$ cat config.mk
export PLATFORM = sky130hd
export DESIGN_NAME = qam_symbol_mapper_flat
export DESIGN_NICKNAME = d
export VERILOG_FILES = /design/src/rtl/qam_pkg.sv /design/src/rtl/qam_symbol_mapper_if.sv /design/src/rtl/qam_level_lut.sv /design/src/rtl/qam_symbol_mapper.sv /design/src/flat_wrapper.sv
export SDC_FILE = /design/constraint.sdc
export NUM_CORES = 1
export LEC_CHECK = 0
export CORE_AREA = 2 2 39 41
export DETAILED_ROUTE_END_ITERATION = 16
export DIE_AREA = 0 0 41 43
export PLACE_DENSITY_LB_ADDON = 0.25
export SLEW_MARGIN = 10
export SYNTH_ARGS = -nofsm -noshare
export SYNTH_HDL_FRONTEND = slang
export SYNTH_SLANG_ARGS = --single-unit
$ cat constraint.sdc
create_clock -name clock -period 3.9 [get_ports clock]
set_input_delay 0.585 -clock clock [delete_from_list [all_inputs] [get_ports clock]]
set_output_delay 0.585 -clock clock [all_outputs]
set_load 0.02 [all_outputs]
$ cat src/rtl/qam_pkg.sv
// Shared constants for the 16-QAM symbol mapper: symbol size, per-axis level codes,
// amplitude values and the output-register state encoding.
package qam_pkg;

  localparam int unsigned BITS_PER_SYM = 4;

  localparam logic [1:0] CODE_00 = 2'b00;
  localparam logic [1:0] CODE_01 = 2'b01;
  localparam logic [1:0] CODE_10 = 2'b10;
  localparam logic [1:0] CODE_11 = 2'b11;

  localparam int LVL_NEG3 = -3;
  localparam int LVL_NEG1 = -1;
  localparam int LVL_POS1 = 1;
  localparam int LVL_POS3 = 3;

  typedef enum logic {
    OUT_EMPTY = 1'b0,
    OUT_FULL  = 1'b1
  } out_state_t;

endpackage

$ cat src/rtl/qam_symbol_mapper_if.sv
// Serial-bit input and valid/ready symbol output of the QAM symbol mapper.
// slave = mapper side, master = bit source / modulator side.
interface qam_symbol_mapper_if #(
  parameter int LEVEL_W = 4
);

  logic                      bit_in;
  logic                      bit_strobe;
  logic                      align;
  logic                      sym_ready;
  logic signed [LEVEL_W-1:0] i_level;
  logic signed [LEVEL_W-1:0] q_level;
  logic                      sym_valid;
  logic                      overrun;

  modport master (
    output bit_in, bit_strobe, align, sym_ready,
    input  i_level, q_level, sym_valid, overrun
  );

  modport slave (
    input  bit_in, bit_strobe, align, sym_ready,
    output i_level, q_level, sym_valid, overrun
  );

endinterface

$ cat src/rtl/qam_level_lut.sv
// 2-bit per-axis code to signed amplitude level (-3/-1/+1/+3, sign-extended).
// QAM_GRAY_EN selects Gray (00/01/11/10) instead of natural binary ordering.
module qam_level_lut
  import qam_pkg::*;
#(
  parameter int LEVEL_W = 4
) (
  input  logic        [1:0]         code,
  output logic signed [LEVEL_W-1:0] level
);

  int w_lvl;

  always_comb begin
    w_lvl = LVL_NEG3;
`ifdef QAM_GRAY_EN
    case (code)
      CODE_00: w_lvl = LVL_NEG3;
      CODE_01: w_lvl = LVL_NEG1;
      CODE_11: w_lvl = LVL_POS1;
      default: w_lvl = LVL_POS3;
    endcase
`else
    case (code)
      CODE_00: w_lvl = LVL_NEG3;
      CODE_01: w_lvl = LVL_NEG1;
      CODE_10: w_lvl = LVL_POS1;
      default: w_lvl = LVL_POS3;
    endcase
`endif
    level = LEVEL_W'(w_lvl);
  end

endmodule

$ cat src/rtl/qam_symbol_mapper.sv
// Serial bit deserializer, 16-QAM I/Q mapper and valid/ready output register
// with sticky overrun. Mapping order set by QAM_GRAY_EN (see qam_level_lut).
module qam_symbol_mapper
  import qam_pkg::*;
#(
  parameter int LEVEL_W = 4
) (
  input  logic               clock,
  input  logic               reset,
  qam_symbol_mapper_if.slave bus
);

  logic                      r_strobe_d;
  logic [1:0]                r_bit_cnt;
  logic [2:0]                r_sr;
  logic signed [LEVEL_W-1:0] r_i_level;
  logic signed [LEVEL_W-1:0] r_q_level;
  logic                      r_overrun;
  out_state_t                r_state;
  out_state_t                w_state_nxt;

  logic                      w_cap;
  logic                      w_sym_done;
  logic [3:0]                w_sym;
  logic signed [LEVEL_W-1:0] w_i_lvl;
  logic signed [LEVEL_W-1:0] w_q_lvl;
  logic                      w_load;
  logic                      w_set_ovr;

  assign w_cap      = bus.bit_strobe && !r_strobe_d;
  assign w_sym_done = w_cap && !bus.align && (r_bit_cnt == 2'(BITS_PER_SYM - 1));
  assign w_sym      = {r_sr, bus.bit_in};

  qam_level_lut #(.LEVEL_W(LEVEL_W)) u_lut_i (
    .code  (w_sym[3:2]),
    .level (w_i_lvl)
  );

  qam_level_lut #(.LEVEL_W(LEVEL_W)) u_lut_q (
    .code  (w_sym[1:0]),
    .level (w_q_lvl)
  );

  // Counter wraps 3->0 on its own, so completion needs no special-case reload
  always_ff @(posedge clock) begin
    if (reset) begin
      r_strobe_d <= 1'b0;
      r_bit_cnt  <= '0;
      r_sr       <= '0;
    end else begin
      r_strobe_d <= bus.bit_strobe;
      if (bus.align) begin
        r_bit_cnt <= '0;
        r_sr      <= '0;
      end else if (w_cap) begin
        r_bit_cnt <= r_bit_cnt + 2'd1;
        r_sr      <= {r_sr[1:0], bus.bit_in};
      end
    end
  end

  always_comb begin
    w_state_nxt = r_state;
    w_load      = 1'b0;
    w_set_ovr   = 1'b0;
    case (r_state)
      OUT_EMPTY: begin
        if (w_sym_done) begin
          w_load      = 1'b1;
          w_state_nxt = OUT_FULL;
        end
      end
      OUT_FULL: begin
        if (w_sym_done) begin
          if (bus.sym_ready) w_load = 1'b1;
          else               w_set_ovr = 1'b1;
        end else if (bus.sym_ready) begin
          w_state_nxt = OUT_EMPTY;
        end
      end
      default: w_state_nxt = OUT_EMPTY;
    endcase
  end

  always_ff @(posedge clock) begin
    if (reset) begin
      r_state   <= OUT_EMPTY;
      r_i_level <= '0;
      r_q_level <= '0;
      r_overrun <= 1'b0;
    end else begin
      r_state <= w_state_nxt;
      if (w_load) begin
        r_i_level <= w_i_lvl;
        r_q_level <= w_q_lvl;
      end
      if (w_set_ovr) r_overrun <= 1'b1;
    end
  end

  assign bus.sym_valid = (r_state == OUT_FULL);
  assign bus.i_level   = r_i_level;
  assign bus.q_level   = r_q_level;
  assign bus.overrun   = r_overrun;

endmodule

$ cat src/flat_wrapper.sv
// flat-port wrapper written by rule: the top's interface ports become plain ports
module qam_symbol_mapper_flat import qam_pkg::*;
#(
  parameter int LEVEL_W = 4
)
  (clock, reset, bus_bit_in, bus_bit_strobe, bus_align, bus_sym_ready, bus_i_level, bus_q_level, bus_sym_valid, bus_overrun);
  qam_symbol_mapper_if #(.LEVEL_W(LEVEL_W)) bus_i ();
  input  logic clock;
  input  logic reset;
  input wire logic [$bits(bus_i.bit_in)-1:0] bus_bit_in;
  input wire logic [$bits(bus_i.bit_strobe)-1:0] bus_bit_strobe;
  input wire logic [$bits(bus_i.align)-1:0] bus_align;
  input wire logic [$bits(bus_i.sym_ready)-1:0] bus_sym_ready;
  output wire logic [$bits(bus_i.i_level)-1:0] bus_i_level;
  output wire logic [$bits(bus_i.q_level)-1:0] bus_q_level;
  output wire logic [$bits(bus_i.sym_valid)-1:0] bus_sym_valid;
  output wire logic [$bits(bus_i.overrun)-1:0] bus_overrun;
  assign bus_i.bit_in = bus_bit_in;
  assign bus_i.bit_strobe = bus_bit_strobe;
  assign bus_i.align = bus_align;
  assign bus_i.sym_ready = bus_sym_ready;
  assign bus_i_level = bus_i.i_level;
  assign bus_q_level = bus_i.q_level;
  assign bus_sym_valid = bus_i.sym_valid;
  assign bus_overrun = bus_i.overrun;
  qam_symbol_mapper #(.LEVEL_W(LEVEL_W)) u_core (.clock(clock), .reset(reset), .bus(bus_i));
endmodule
; After elaboration in Yosys (flattened, before gate mapping)
; Index checks and enable logic that the tools add are counted.
[word_totals]
ff_bits = 16
input_bits = 6
elab_cells = 33
[classes]
n_reduce_logical = 8
eq_ne = 5
muxes = 11
add_sub_neg = 1
bitwise = 1
[op_table]
columns = cell, count
row1 = 4-bit case mux with 3 select lines, 2
row2 = 1-bit two-way mux, 7
row3 = "2-bit == test, second input constant", 3
row4 = "2-bit by 1-bit == test with 1-bit output, second input constant", 2
row5 = 2-bit zero test, 2
row6 = 1-bit case mux with 2 select lines, 2
row7 = 1-bit logical AND, 3
row8 = "2-bit by 1-bit adder with 2-bit output, second input constant", 1
row9 = 1-bit zero test, 2
row10 = 2-bit OR reduction, 1
row11 = 1-bit NOT, 1

; Logic depth before layout (Yosys ltp)
[depth]
ltp_word = 6
ltp_mapped = 5
ltp_nobuf = 4

; Hierarchy
; A second synthesis with hierarchy kept.
[hier_totals]
hier_cells = 73
area_unflattened_um2 = 749.5
[modules_own_cells]
columns = mod, seq_area_each_um2, n_inst, area_each_um2, cells_each
row1 = qam_symbol_mapper, 320.3, 1, 696.9, 63
row2 = qam_level_lut, 0.0, 2, 26.3, 5

; Worst setup path after synthesis
; Ideal clock, no wire load.
[synth_path]
path_kind = in2reg
startpoint = input port bus_align
endpoint = register u_core.r_i_level[2] (netlist: u_core.bus.i_level[2])
path_stages = 4
setup_time_ns = 0.121
t_arrival_ns = 1.300
path_slack_ns = 2.479
n_path_buf = 1
path_cell_list = nand4bb_4 nor2b_2 buf_6 mux2_4
[synth_between]
elab_chain_cells = 5
elab_cells_between_ends = 6
[synth_rtl]
columns = item, line
row1 = start: declaration, flat_wrapper.sv:12  ; input wire logic [$bits(bus_i.align)-1:0] bus_align;
row2 = 1-bit zero test (*), qam_symbol_mapper.sv:31  ; assign w_sym_done = w_cap && !bus.align && (r_bit_cnt == 2'(BITS_PER_SYM - 1));
row3 = 1-bit logical AND (*) (2 in a row), qam_symbol_mapper.sv:31
row4 = "1-bit two-way mux, on equally long branches", "qam_symbol_mapper.sv:74, qam_symbol_mapper.sv:68"
row5 = 1-bit case mux with 2 select lines (*), qam_symbol_mapper.sv:66  ; case (r_state)
row6 = end signal: assignment, qam_symbol_mapper.sv:94  ; r_i_level <= w_i_lvl;
row7 = end: declaration, qam_symbol_mapper.sv:16  ; logic signed [LEVEL_W-1:0] r_i_level;
; Every way passes the cells marked *; elsewhere a longest branch is shown, timed or not.
; A chain may end at the register's enable or synchronous reset.

==> impl_metrics.json <==
{
  "run_status": "finished, final reports clean",
  "cp_num_cells": 1,
  "cp_slowest_stage_delay_ns": 0.60,
  "timing.hold.worst_endpoint": "u_core.bus.i_level[1]",
  "final-instance-count-excl-fill": 80,
  "initial_core_util": 0.4123,
  "grt_first_pass_wirelength_um": 1476,
  "fin_setup_tns_ns": 0,
  "number_of_post_cts_setup_repair_buffers": 0,
  "gate_count_post_synth": 51,
  "cp.buffers_inverters": 1,
  "critical_path_arrival_ns": 1.23,
  "core_um2": 1384,
  "crit_slowest_cell": "sky130_fd_sc_hd__clkdlybuf4s50_1",
  "grt_max_degree": 18,
  "yosys_warnings": 0,
  "total_of_buffers_placed_on_input_and_output_ports": 15,
  "drc": 0,
  "synthesis.area_um2": 570.5,
  "finalInstanceArea_um2": 721.9,
  "tightestPinTransition_ns": 0.5222,
  "layout-area-overhead-vs-synth_pct": 26.54,
  "ant_nets": 0,
  "ff2ff_setup_slack_ns": 2.49,
  "final_util": 0.5217,
  "crit-reg2reg-capture": "u_core.bus.i_level[2]",
  "vias_per_cell": 4.688,
  "yosys.cell_types.count": 16,
  "postSynthRegisterBits": 13,
  "hold_viol": 0,
  "cts.clk_slew.worst_paths_ns": 0.08,
  "slew-limit-headroom": 0.6511,
  "overflow": 0,
  "average_wire_length_per_cell_after_detail_routing_um": 10.71,
  "floorplan.rows": 14,
  "drv_cap": 0,
  "grt_antenna_before_repair": 0,
  "critical_path.top_delay_family": "buffers and inverters",
  "crit_chain": "clkdlybuf4s50_1",
  "ctsHoldBuffers": 0,
  "nNetsFinal": 72,
  "cts.htree.levels": 1,
  "synth_top_cell_by_area": "sky130_fd_sc_hd__dfxtp_1",
  "placed_cells": 76,
  "detail_route.first_pass.iterations": 1,
  "clkSinkCount": 13,
  "groute.usage.overall": 0.1358,
  "setup_viol": 0,
  "peakVddDrop_mv": 0.2227,
  "setup.worst_path.start_class": "flip-flop",
  "reg2reg_from": "u_core.r_bit_cnt[0]",
  "largest_fanout_on_the_critical_path": 3,
  "worst_hold_path_type": "reg -> reg",
  "drive_above_1_share": 0.1406,
  "power_per_cell_area_nw_per_um2": 327.8,
  "synth_area_leaders": "sky130_fd_sc_hd__dfxtp_1, sky130_fd_sc_hd__mux2i_1, sky130_fd_sc_hd__nand2b_1",
  "final.hold.worst_slack_ns": 0.4779,
  "rsz_0062_raised_after_global_routing": "false",
  "synth_fp_nets": 58,
  "final_period_minus_worst_setup_slack_ns": 1.815,
  "number_of_global_route_vias_before_repair": 353,
  "finalMaxSlewViolations": 0,
  "cellLeakagePower_nw": 0.2609,
  "hold-path-cell-count": 2,
  "fill_cells": 138,
  "io-pin-count": 16,
  "die_w_um": 41,
  "timing_worst_setup_path_type": "reg -> out",
  "placed_cell_area_um2": 695.7,
  "rr_worst_depth": 4,
  "final.setup_skew_ns": 0.003033,
  "final_min_period_over_clock_period": 0.4653,
  "ctsRootBufferMaster": "sky130_fd_sc_hd__clkbuf_4",
  "place_congestion": 0.6875,
  "via_total_after_detailed_routing": 375,
  "insertedDiodeCount": 0,
  "cts-resized-gates": 0,
  "post-place-ws_ns": 1.777,
  "dieArea_um2": 1763,
  "synth.yosys.seq_area_share": 0.4561,
  "worstPathRequired_ns": 3.31,
  "max-clock-path-buffers": 2,
  "synth_area_per_cell_um2": 11.19,
  "fmaxAchievable_mhz": 551.0,
  "routed_wirelength_um": 857,
  "power_mw": 0.2367,
  "cts_buf_count": 3,
  "end_kind": "output pin",
  "drc_violation_total_after_the_first_tritonroute_iteration": 0,
  "die_height_um": 43,
  "yosys.area.top_type_share": 0.4561,
  "clock_insertion_delay_worst_skew_ns": 0.28,
  "holdCritStartpoint": "u_core.bus.i_level[1]",
  "tritoncts": "yes",
  "layout_setup_ws_ns": 2.085
}
==> per-layer routing <==
| layer | wire (um) | GRT usage |
|---|---|---|
| met5 | 0 | 0 |
| met4 | 38 | 0.1200 |
| met3 | 43 | 0.06283 |
| met2 | 367 | 0.1813 |
| met1 | 408 | 0.1523 |
==> sequential cells by signal, summed over array words and instances (netlist names) <==
| name | count |
|---|---|
| u_core.bus.overrun | 1 |
| u_core.r_strobe_d | 1 |
| u_core.bus.q_level | 3 |
| u_core.bus.i_level | 2 |
| u_core.r_sr | 3 |
| u_core.r_bit_cnt | 2 |
| u_core.bus.sym_valid | 1 |
==> report_power, final <==
part / leakage (nW) / switching, mW / internal, mW
Clock: 0.0150 / 0.0447 / 0.0397
Combinational: 0.141 / 0.00709 / 0.00991
Sequential: 0.105 / 0.00108 / 0.134
Total: 0.261 / 0.0529 / 0.184
==> cell usage after synthesis <==
library cell and n:
sky130_fd_sc_hd__nor2b_1 4, sky130_fd_sc_hd__clkbuf_1 1, sky130_fd_sc_hd__nand4bb_4 1, sky130_fd_sc_hd__mux2_4 2, sky130_fd_sc_hd__nor3_1 5, sky130_fd_sc_hd__a21oi_1 1
sky130_fd_sc_hd__nand2b_1 5, sky130_fd_sc_hd__nor2_1 3, sky130_fd_sc_hd__nor2b_2 1, sky130_fd_sc_hd__buf_6 1, sky130_fd_sc_hd__buf_4 4, sky130_fd_sc_hd__o21ba_2 2
sky130_fd_sc_hd__mux2i_1 6, sky130_fd_sc_hd__dfxtp_1 13, sky130_fd_sc_hd__ha_1 1, sky130_fd_sc_hd__xnor2_1 1
==> kinds of logic (layout without fill, tap and decap cells) <==
kind of cell               Yosys count  in the layout  share of synthesized area
muxes                                8              8                     0.1579
DFF                                 13             13                     0.4561
xor gates and xnor gates             1              1                    0.01535
adders and majority gates            1              1                    0.02193
buffers and inverters                6             19                    0.07894
and+or+nand+nor                     19             19                     0.2259
AOI/OAI and AO/OA                    3              3                    0.04385
==> layout by cell type, fill, tap and decap left out, types with 2 or more instances in the layout <==
cell | synthesis | final
sky130_fd_sc_hd__nor3_1 | 5 | 5
sky130_fd_sc_hd__nor2b_1 | 4 | 4
sky130_fd_sc_hd__mux2_4 | 2 | 2
sky130_fd_sc_hd__o21ba_2 | 2 | 2
sky130_fd_sc_hd__clkbuf_4 | 0 | 3
sky130_fd_sc_hd__clkdlybuf4s50_1 | 0 | 15
sky130_fd_sc_hd__mux2i_1 | 6 | 6
sky130_fd_sc_hd__nand2b_1 | 5 | 5
sky130_fd_sc_hd__nor2_1 | 3 | 3
sky130_fd_sc_hd__dfxtp_1 | 13 | 13
==> worst max-delay path by stage <==
stage,slack [ns],endpoint,startpoint
after floorplan,2.48,u_core.bus.i_level[2],bus_align
after global placement,1.79,u_core.bus.q_level[2],bus_align
after detailed placement,1.78,u_core.bus.i_level[2],bus_align
after CTS,2.07,bus_q_level[1],u_core.bus.q_level[1]
after global routing,2.01,u_core.bus.i_level[2],bus_align
final,2.09,bus_q_level[3],u_core.bus.q_level[2]
==> layout make-up <==
class	instances	area [um2]	area share
multi-input combinational	32	265.3	0.3674
sequential	13	260.3	0.3605
timing repair buffer	15	150.1	0.2080
clock buffer	4	26.28	0.03640
tap	16	20.02	0.02773
Note: power is estimated with default switching activity, not from simulation.
